$ cat src/rtl/sprite_blitter_if.sv
// rtl/sprite_blitter_if.sv - control, sprite ROM and canvas VRAM signals of the sprite blitter
interface sprite_blitter_if #(
  parameter int DW    = 15,
  parameter int NSPR  = 16,
  parameter int SPR_W = 16,
  parameter int SPR_H = 16
);
  localparam int IW = $clog2(NSPR);
  localparam int AW = $clog2(NSPR * SPR_W * SPR_H);

  logic          start;
  logic [7:0]    x;
  logic [7:0]    y;
  logic [IW-1:0] sprite_id;
  logic          busy;
  logic          done;
  logic [AW-1:0] rom_addr;
  logic [11:0]   rom_data;
  logic          we;
  logic [DW-1:0] waddr;
  logic [11:0]   wdata;

  // master: game-logic controller plus the ROM and VRAM around the blitter
  modport master (
    output start, x, y, sprite_id, rom_data,
    input  busy, done, rom_addr, we, waddr, wdata
  );

  // slave: the blitter itself
  modport slave (
    input  start, x, y, sprite_id, rom_data,
    output busy, done, rom_addr, we, waddr, wdata
  );
endinterface

$ cat src/rtl/sprite_blitter.sv
// rtl/sprite_blitter.sv - copies one sprite from ROM into canvas VRAM, colour-key transparent; SPRITE_BLITTER_CLIP_EN enables canvas clipping
module sprite_blitter #(
  parameter int          DW    = 15,
  parameter int          H_LEN = 200,
  parameter int          V_LEN = 150,
  parameter int          SPR_W = 16,
  parameter int          SPR_H = 16,
  parameter int          NSPR  = 16,
  parameter logic [11:0] KEY   = 12'hF0F
) (
  input  logic pclk,
  input  logic rstn,
  sprite_blitter_if.slave bus
);
  localparam int IW = $clog2(NSPR);
  localparam int CW = $clog2(SPR_W);
  localparam int RW = $clog2(SPR_H);
  localparam int PW = CW + RW;

  typedef enum logic [1:0] {IDLE, RUN, DRAIN, DONE} state_t;

  state_t        state;
  state_t        state_nx;
  logic          busy_c;
  logic          done_c;
  logic          accept;
  logic          last_issue;

  logic [7:0]    x_r;
  logic [7:0]    y_r;
  logic [IW-1:0] id_r;
  // raster pixel counter: upper bits are the row, lower bits the column
  logic [PW-1:0] pix_cnt;
  logic [RW-1:0] row;
  logic [CW-1:0] col;

  logic [17:0]   abs_col;
  logic [17:0]   abs_row;
  logic          p_valid;
  logic [DW-1:0] waddr_r;
  logic          write_ok;

  assign row        = pix_cnt[PW-1:CW];
  assign col        = pix_cnt[CW-1:0];
  assign accept     = (state == IDLE) && bus.start;
  assign last_issue = (pix_cnt == PW'(SPR_W * SPR_H - 1));

  // state register
  always_ff @(posedge pclk or negedge rstn) begin
    if (!rstn) state <= IDLE;
    else       state <= state_nx;
  end

  // next-state and handshake outputs
  always_comb begin
    state_nx = state;
    busy_c   = 1'b0;
    done_c   = 1'b0;
    case (state)
      IDLE:  if (bus.start) state_nx = RUN;
      RUN: begin
        busy_c = 1'b1;
        if (last_issue) state_nx = DRAIN;
      end
      DRAIN: begin
        busy_c   = 1'b1;
        state_nx = DONE;
      end
      DONE: begin
        done_c   = 1'b1;
        state_nx = IDLE;
      end
      default: state_nx = IDLE;
    endcase
  end

  // latch the request parameters on acceptance
  always_ff @(posedge pclk or negedge rstn) begin
    if (!rstn) begin
      x_r  <= '0;
      y_r  <= '0;
      id_r <= '0;
    end else if (accept) begin
      x_r  <= bus.x;
      y_r  <= bus.y;
      id_r <= bus.sprite_id;
    end
  end

  // raster walk over the sprite, one pixel issued per RUN cycle
  always_ff @(posedge pclk or negedge rstn) begin
    if (!rstn)               pix_cnt <= '0;
    else if (accept)         pix_cnt <= '0;
    else if (state == RUN)   pix_cnt <= pix_cnt + PW'(1);
  end

  // canvas coordinates of the pixel being issued, wide enough not to wrap
  always_comb begin
    abs_col = 18'(x_r) + 18'(col);
    abs_row = 18'(y_r) + 18'(row);
  end

`ifdef SPRITE_BLITTER_CLIP_EN
  logic p_inr;

  // in-range flag travels with the pixel through the ROM latency stage
  always_ff @(posedge pclk or negedge rstn) begin
    if (!rstn) p_inr <= 1'b0;
    else       p_inr <= (abs_col < 18'(H_LEN)) && (abs_row < 18'(V_LEN));
  end

  assign write_ok = p_valid && p_inr;
`else
  assign write_ok = p_valid;
`endif

  // write address stage, aligned with the one-cycle ROM read latency
  always_ff @(posedge pclk or negedge rstn) begin
    if (!rstn) begin
      p_valid <= 1'b0;
      waddr_r <= '0;
    end else begin
      p_valid <= (state == RUN);
      if (state == RUN) waddr_r <= DW'(abs_row * 18'(H_LEN) + abs_col);
    end
  end

  // sprite index and pixel counter concatenate to the ROM address (sizes are powers of two)
  assign bus.rom_addr = {id_r, pix_cnt};
  assign bus.busy     = busy_c;
  assign bus.done     = done_c;
  assign bus.waddr    = waddr_r;
  assign bus.we       = write_ok && (bus.rom_data != KEY);
  assign bus.wdata    = p_valid ? bus.rom_data : 12'h000;
endmodule

$ cat src/flat_wrapper.sv
// flat-port wrapper written by rule: the top's interface ports become plain ports
module sprite_blitter_flat 
#(
  parameter int          DW    = 15,
  parameter int          H_LEN = 200,
  parameter int          V_LEN = 150,
  parameter int          SPR_W = 16,
  parameter int          SPR_H = 16,
  parameter int          NSPR  = 16,
  parameter logic [11:0] KEY   = 12'hF0F
)
  (pclk, rstn, bus_start, bus_x, bus_y, bus_sprite_id, bus_rom_data, bus_busy, bus_done, bus_rom_addr, bus_we, bus_waddr, bus_wdata);
  sprite_blitter_if #(.DW(DW), .NSPR(NSPR), .SPR_W(SPR_W), .SPR_H(SPR_H)) bus_i ();
  input  logic pclk;
  input  logic rstn;
  input wire logic [$bits(bus_i.start)-1:0] bus_start;
  input wire logic [$bits(bus_i.x)-1:0] bus_x;
  input wire logic [$bits(bus_i.y)-1:0] bus_y;
  input wire logic [$bits(bus_i.sprite_id)-1:0] bus_sprite_id;
  input wire logic [$bits(bus_i.rom_data)-1:0] bus_rom_data;
  output wire logic [$bits(bus_i.busy)-1:0] bus_busy;
  output wire logic [$bits(bus_i.done)-1:0] bus_done;
  output wire logic [$bits(bus_i.rom_addr)-1:0] bus_rom_addr;
  output wire logic [$bits(bus_i.we)-1:0] bus_we;
  output wire logic [$bits(bus_i.waddr)-1:0] bus_waddr;
  output wire logic [$bits(bus_i.wdata)-1:0] bus_wdata;
  assign bus_i.start = bus_start;
  assign bus_i.x = bus_x;
  assign bus_i.y = bus_y;
  assign bus_i.sprite_id = bus_sprite_id;
  assign bus_i.rom_data = bus_rom_data;
  assign bus_busy = bus_i.busy;
  assign bus_done = bus_i.done;
  assign bus_rom_addr = bus_i.rom_addr;
  assign bus_we = bus_i.we;
  assign bus_waddr = bus_i.waddr;
  assign bus_wdata = bus_i.wdata;
  sprite_blitter #(.DW(DW), .H_LEN(H_LEN), .V_LEN(V_LEN), .SPR_W(SPR_W), .SPR_H(SPR_H), .NSPR(NSPR), .KEY(KEY)) u_core (.pclk(pclk), .rstn(rstn), .bus(bus_i));
endmodule
$ cat config.mk
export PLATFORM = sky130hd
export DESIGN_NAME = sprite_blitter_flat
export DESIGN_NICKNAME = d
export VERILOG_FILES = /design/src/rtl/sprite_blitter_if.sv /design/src/rtl/sprite_blitter.sv /design/src/flat_wrapper.sv
export SDC_FILE = /design/constraint.sdc
export NUM_CORES = 1
export LEC_CHECK = 0
export CAP_MARGIN = 10
export CORE_ASPECT_RATIO = 0.6
export CORE_MARGIN = 2
export CORE_UTILIZATION = 45
export CTS_CLUSTER_SIZE = 20
export DETAILED_ROUTE_END_ITERATION = 12
export PLACE_DENSITY_LB_ADDON = 0.05
export SLEW_MARGIN = 5
export SYNTH_ARGS = -nofsm -noshare
export SYNTH_HDL_FRONTEND = slang
export SYNTH_SLANG_ARGS = --single-unit
export TNS_END_PERCENT = 30
$ cat constraint.sdc
create_clock -name pclk -period 5 [get_ports pclk]
set_input_delay 0.75 -clock pclk [delete_from_list [all_inputs] [get_ports pclk]]
set_output_delay 0.75 -clock pclk [all_outputs]
set_load 0.005 [all_outputs]
# After elaboration in Yosys (flattened, before gate mapping)
# Cells that the tools add are included.
[op_classes]
div = 0
shift = 0
eq_ne = 7
add_sub_neg = 4
n_reduce_logical = 6
muxes = 8
n_lt_le_gt_ge = 0
mul = 1
n_bitwise = 0
[ops]
columns = ["operator", "n"]
rows = [
  ["adder 8 x 4 -> 9 bit", 2],
  ["multiplier 18 x 5 -> 12 bit, second input constant", 1],
  ["two-way mux 8 bit", 2],
  ["adder 15 bit", 1],
  ["two-way mux 12 bit", 1],
  ["!= test 12 bit, second input constant", 1],
  ["adder 8 x 1 -> 8 bit, second input constant", 1],
  ["equality test 8 bit, second input constant", 1],
  ["case mux 2 bit (4 select lines)", 1],
  ["equality test 2 bit, second input constant", 2],
  ["two-way mux 2 bit", 2],
  ["equality test 2 x 1 -> 1 bit, second input constant", 1],
  ["logical AND 1 bit", 2],
  ["zero test 2 bit", 1],
  ["two-way mux 1 bit", 2],
  ["!= test 2 x 1 -> 1 bit, second input constant", 1],
  ["!= test 2 bit, second input constant", 1],
  ["AND reduction 2 bit", 1],
  ["nonzero test 2 bit", 1],
  ["OR reduction 2 bit", 1],
]
[word_totals]
out_inout_bits = 42
mem_count = 0
rom_bits = 0
ramBits = 0
wordCells = 33
reg_bits = 46
input_bits = 35
latchBits = 0

# Depth between registers and ports, before layout
[logic_depth]
depth_word = 3
mapped_depth = 18
depth_no_buf = 18

# Worst setup path before layout
# No wires, ideal clock.
[synth_timing]
kind = "register -> register"
from = "reg u_core.pix_cnt[4]"
to = "reg u_core.waddr_r[14], in the netlist u_core.bus.waddr[14]"
t_required_ns = 4.875
stages_incl_launch_ff = 19
arrival_ns = 4.468
n_path_buf = 0
setup_time_ns = 0.125
slack_ns = 0.407
cell_sequence = "dfrtp_1 > ha_1 > fa_1 > a21o_1 > a21oi_1 > xnor2_1 > ha_1 > ha_1 > inv_1 > fa_1 > inv_1 > ha_1 > a211oi_1 > nor2_1 > xor2_1 > and3_4 > nand3_2 > xnor3_1 > mux2_4"
[synth_via]
elab_chain_cells = 3
[synth_lines]
columns = ["element", "line", "rtl"]
rows = [
  ["start, declared", "sprite_blitter.sv:33", "logic [PW-1:0] pix_cnt;"],
  ["start signal, assigned", "sprite_blitter.sv:94", "else if (state == RUN) pix_cnt <= pix_cnt + PW'(1);"],
  ["adder 8 x 4 -> 9 bit", "sprite_blitter.sv:100", "abs_row = 18'(y_r) + 18'(row);"],
  ["multiplier 18 x 5 -> 12 bit", "sprite_blitter.sv:124", "if (state == RUN) waddr_r <= DW'(abs_row * 18'(H_LEN) + abs_col);"],
  ["adder 15 bit", "sprite_blitter.sv:124", ""],
  ["end signal, assigned", "sprite_blitter.sv:124", ""],
  ["end, declared", "sprite_blitter.sv:40", "logic [DW-1:0] waddr_r;"],
]
# No other way between the ends.
# A chain may end at the register's enable or synchronous reset.

# Worst setup path after layout
# Ends and elaborated chain as after synthesis.

==> results.txt <==
Outcome = completed
Die width = 115 um
Routed WL per cell = 13.7 um
Gr usage total = 0.186
CP dominant cell by count = ha_1
Synth Register Bits = 46
Layout cells sized above 1 = 0.125
Hold-fix buffers, CTS = 0
Initial Utilization = 0.462
Reg2Reg Depth = 18
Placed Cells = 496
Hold_ws = 504 ps
Post-Syn Nets = 407
Routed Wire Length = 6.87 mm
CTS H-tree lvls = 2
Wire length of the first global-routing pass = 11.8 mm
DP Area = 0.00422 mm2
Final ANT Viol Nets = 0
I/O pins = 77
TritonRoute pass-1 iters = 4
Mapped Cells = 320
Reg-to-reg startpoint = u_core.pix_cnt[4]$_DFFE_PN0P_
Final hold viol count = 0
Vias per cell = 4.89
Syn avg cell area = 10.4 um2
N_diodes = 0
Async set-reset flop share out of synthesis = 1.00
Std cell rows = 24
CP max FO = 6
Cell variety after synth = 46
Mapped Area = 0.00334 mm2
Final Net Count = 486
Crit Path Class = reg2reg
PortBufs = 76
Crit-path slowest cell = fa_1
HPWL Detailed = 5.44 mm
Critical Path Source Type = register
# setup viols final = 0
Met3 WL = 326 um
CTS Buf Count = 5
Slew margin rel. = 0.292
Min Tclk post-route = 4720 ps
GRT Residual Overflow = 0
Most frequent cells in the layout = clkdlybuf4s50_1, dfrtp_1, ha_1, inv_1, mux2_2
R2r endpoint = u_core.bus.waddr[14]$_DFFE_PN0P_
Die footprint = 0.00815 mm2
Number of DRC markers in iteration 0 = 75
PnR worst setup slack = 279 ps
Core Box Area = 0.00724 mm2
Tcrit/Tclk final = 0.944
Synth Flop Type = dfrtp_1
Area grow syn2layout = 31.4%
Setup slack at placement = 116 ps
Clk sinks = 46
Clk_lat worst skew = 290 ps
Reg2Reg Setup Slack = 280 ps
Clk Tree Root Cell = clkbuf_16
Register area = 0.00115 mm2
Largest stage delay, worst path = 490 ps
CP Cell Sequence = ha_1 -> fa_1 -> a21o_1 -> a21oi_2 -> xnor2_1 -> ha_1 -> ha_1 -> inv_1 -> fa_1 -> inv_1 -> ha_1 -> o21ai_0 -> o21bai_1 -> a21oi_1 -> xnor2_2 -> nand3_2 -> xnor3_1 -> mux2_4
TritonCTS clock tree = built
Max_cap viols = 0
DRC viols = 0
Initial antenna violation count = 0
Clock transition at path regs = 60 ps
Post-synth EDFFs = 0
Most common cell after layout, fill and taps aside = clkdlybuf4s50_1
Req. time, crit path = 5170 ps
Post-CTS Setup Inserts = 0
Number of fill cells = 623
Yosys warning count = 0
Finished Cell Area = 0.00439 mm2
Longest Clk Path Bufs = 2
Post-route insts no fill = 503
Hold EP = u_core.bus.waddr[5]$_DFFE_PN0P_
Worst hold path depth = 1
Critical Path Sink Type = register
Largest net degree at the start of global routing = 47
Metal2 WL = 2.83 mm
Sequential share of the synthesized area = 0.344
Max Slew Vio Count = 0
Die Height = 70.8 um
Slew @ Worst Pin = 1060 ps
Hold Path Class = reg2reg
Top Layer Used = met4
Wl on met1 = 3.66 mm
GP Congestion = 0.771
Maximum clock rate = 212 MHz
Hold Crit Start = u_core.bus.waddr[5]$_DFFE_PN0P_
Vias in the first global route = 2466
WP data arrival = 4890 ps
Multi-input gate area = 0.00209 mm2
DR vias = 2459
Skew final = 4.71 ps
[metrics by stage]
step	util	TNS, ps
floorplan	-	0
global placement	0.584	0
detailed placement	0.584	0
CTS	0.602	0
global route	0.607	-3.18
finish	0.607	0
[what timing repair did]
item                                    in CTS  in global routing
endpoints found under the hold margin        0                  0
resized for setup                            0                  5
endpoints found under the setup margin       0                  2
[cell usage after synthesis (all sizes together), types with 5 or more instances]
library cell	number	area share
a211oi	5	0.014
o21ai	15	0.022
clkbuf	6	0.0067
xor2	12	0.031
ha	45	0.17
dfrtp	46	0.34
and2	14	0.026
fa	7	0.042
nor2	23	0.026
nand2	11	0.012
inv	29	0.033
a21oi	15	0.022
xnor2	21	0.057
mux2	27	0.092
[cell families after synthesis]
kind of cell	Yosys count	synth area share
AND/OR/NAND/NOR	73	0.117
adder cells (fa/ha/maj)	52	0.210
AO/OA/AOI/OAI	49	0.0910
flip-flops	46	0.344
buffers and inverters	36	0.0404
XOR/XNOR	34	0.0955
multiplexers	30	0.101
[flip-flops by register name, summed over array words and instances, names as in the netlist]
register,flops
u_core.bus.waddr,15
u_core.id_r,4
u_core.p_valid,1
u_core.pix_cnt,8
u_core.state,2
u_core.x_r,8
u_core.y_r,8
[worst max-delay path by stage]
stage | start | cells after the start | endpoint | slack [ps]
after detailed placement | u_core.pix_cnt[4]$_DFFE_PN0P_ | 18 | u_core.bus.waddr[14]$_DFFE_PN0P_ | 120
after global routing | u_core.pix_cnt[4]$_DFFE_PN0P_ | 18 | u_core.bus.waddr[14]$_DFFE_PN0P_ | -3
after global placement | u_core.pix_cnt[4]$_DFFE_PN0P_ | 18 | u_core.bus.waddr[14]$_DFFE_PN0P_ | 270
final | u_core.pix_cnt[4]$_DFFE_PN0P_ | 18 | u_core.bus.waddr[14]$_DFFE_PN0P_ | 280
after floorplan | u_core.pix_cnt[4]$_DFFE_PN0P_ | 18 | u_core.bus.waddr[14]$_DFFE_PN0P_ | 410
after CTS | u_core.pix_cnt[4]$_DFFE_PN0P_ | 18 | u_core.bus.waddr[14]$_DFFE_PN0P_ | 90
[critical path: cells and delay by family, from the launching register on]
kind                     cells  cell delay [ps]
AO/OA/AOI/OAI                5              920
XOR/XNOR                     3              720
adder cells (fa/ha/maj)      6             2110
buffers and inverters        2               90
flip-flops                   1              440
multiplexers                 1              260
AND/OR/NAND/NOR              1              100
[cell type report]
class | count | share of cell area
inverters | 29 | 0.0248
clock buffers | 5 | 0.0285
flip-flops and latches | 46 | 0.262
multi-input cells | 238 | 0.475
well taps | 104 | 0.0296
repair buffers | 79 | 0.177
clock inverters | 2 | 0.00228
[layer usage]
layer  up-vias  track usage
met4         0       0.0402
met1      1146        0.273
met2        49        0.279
met3         4       0.0454
met5         -            0
li1       1260            -
Power is not shown: default switching activity piles up to over one toggle a cycle in this logic, so the estimate is an artifact.
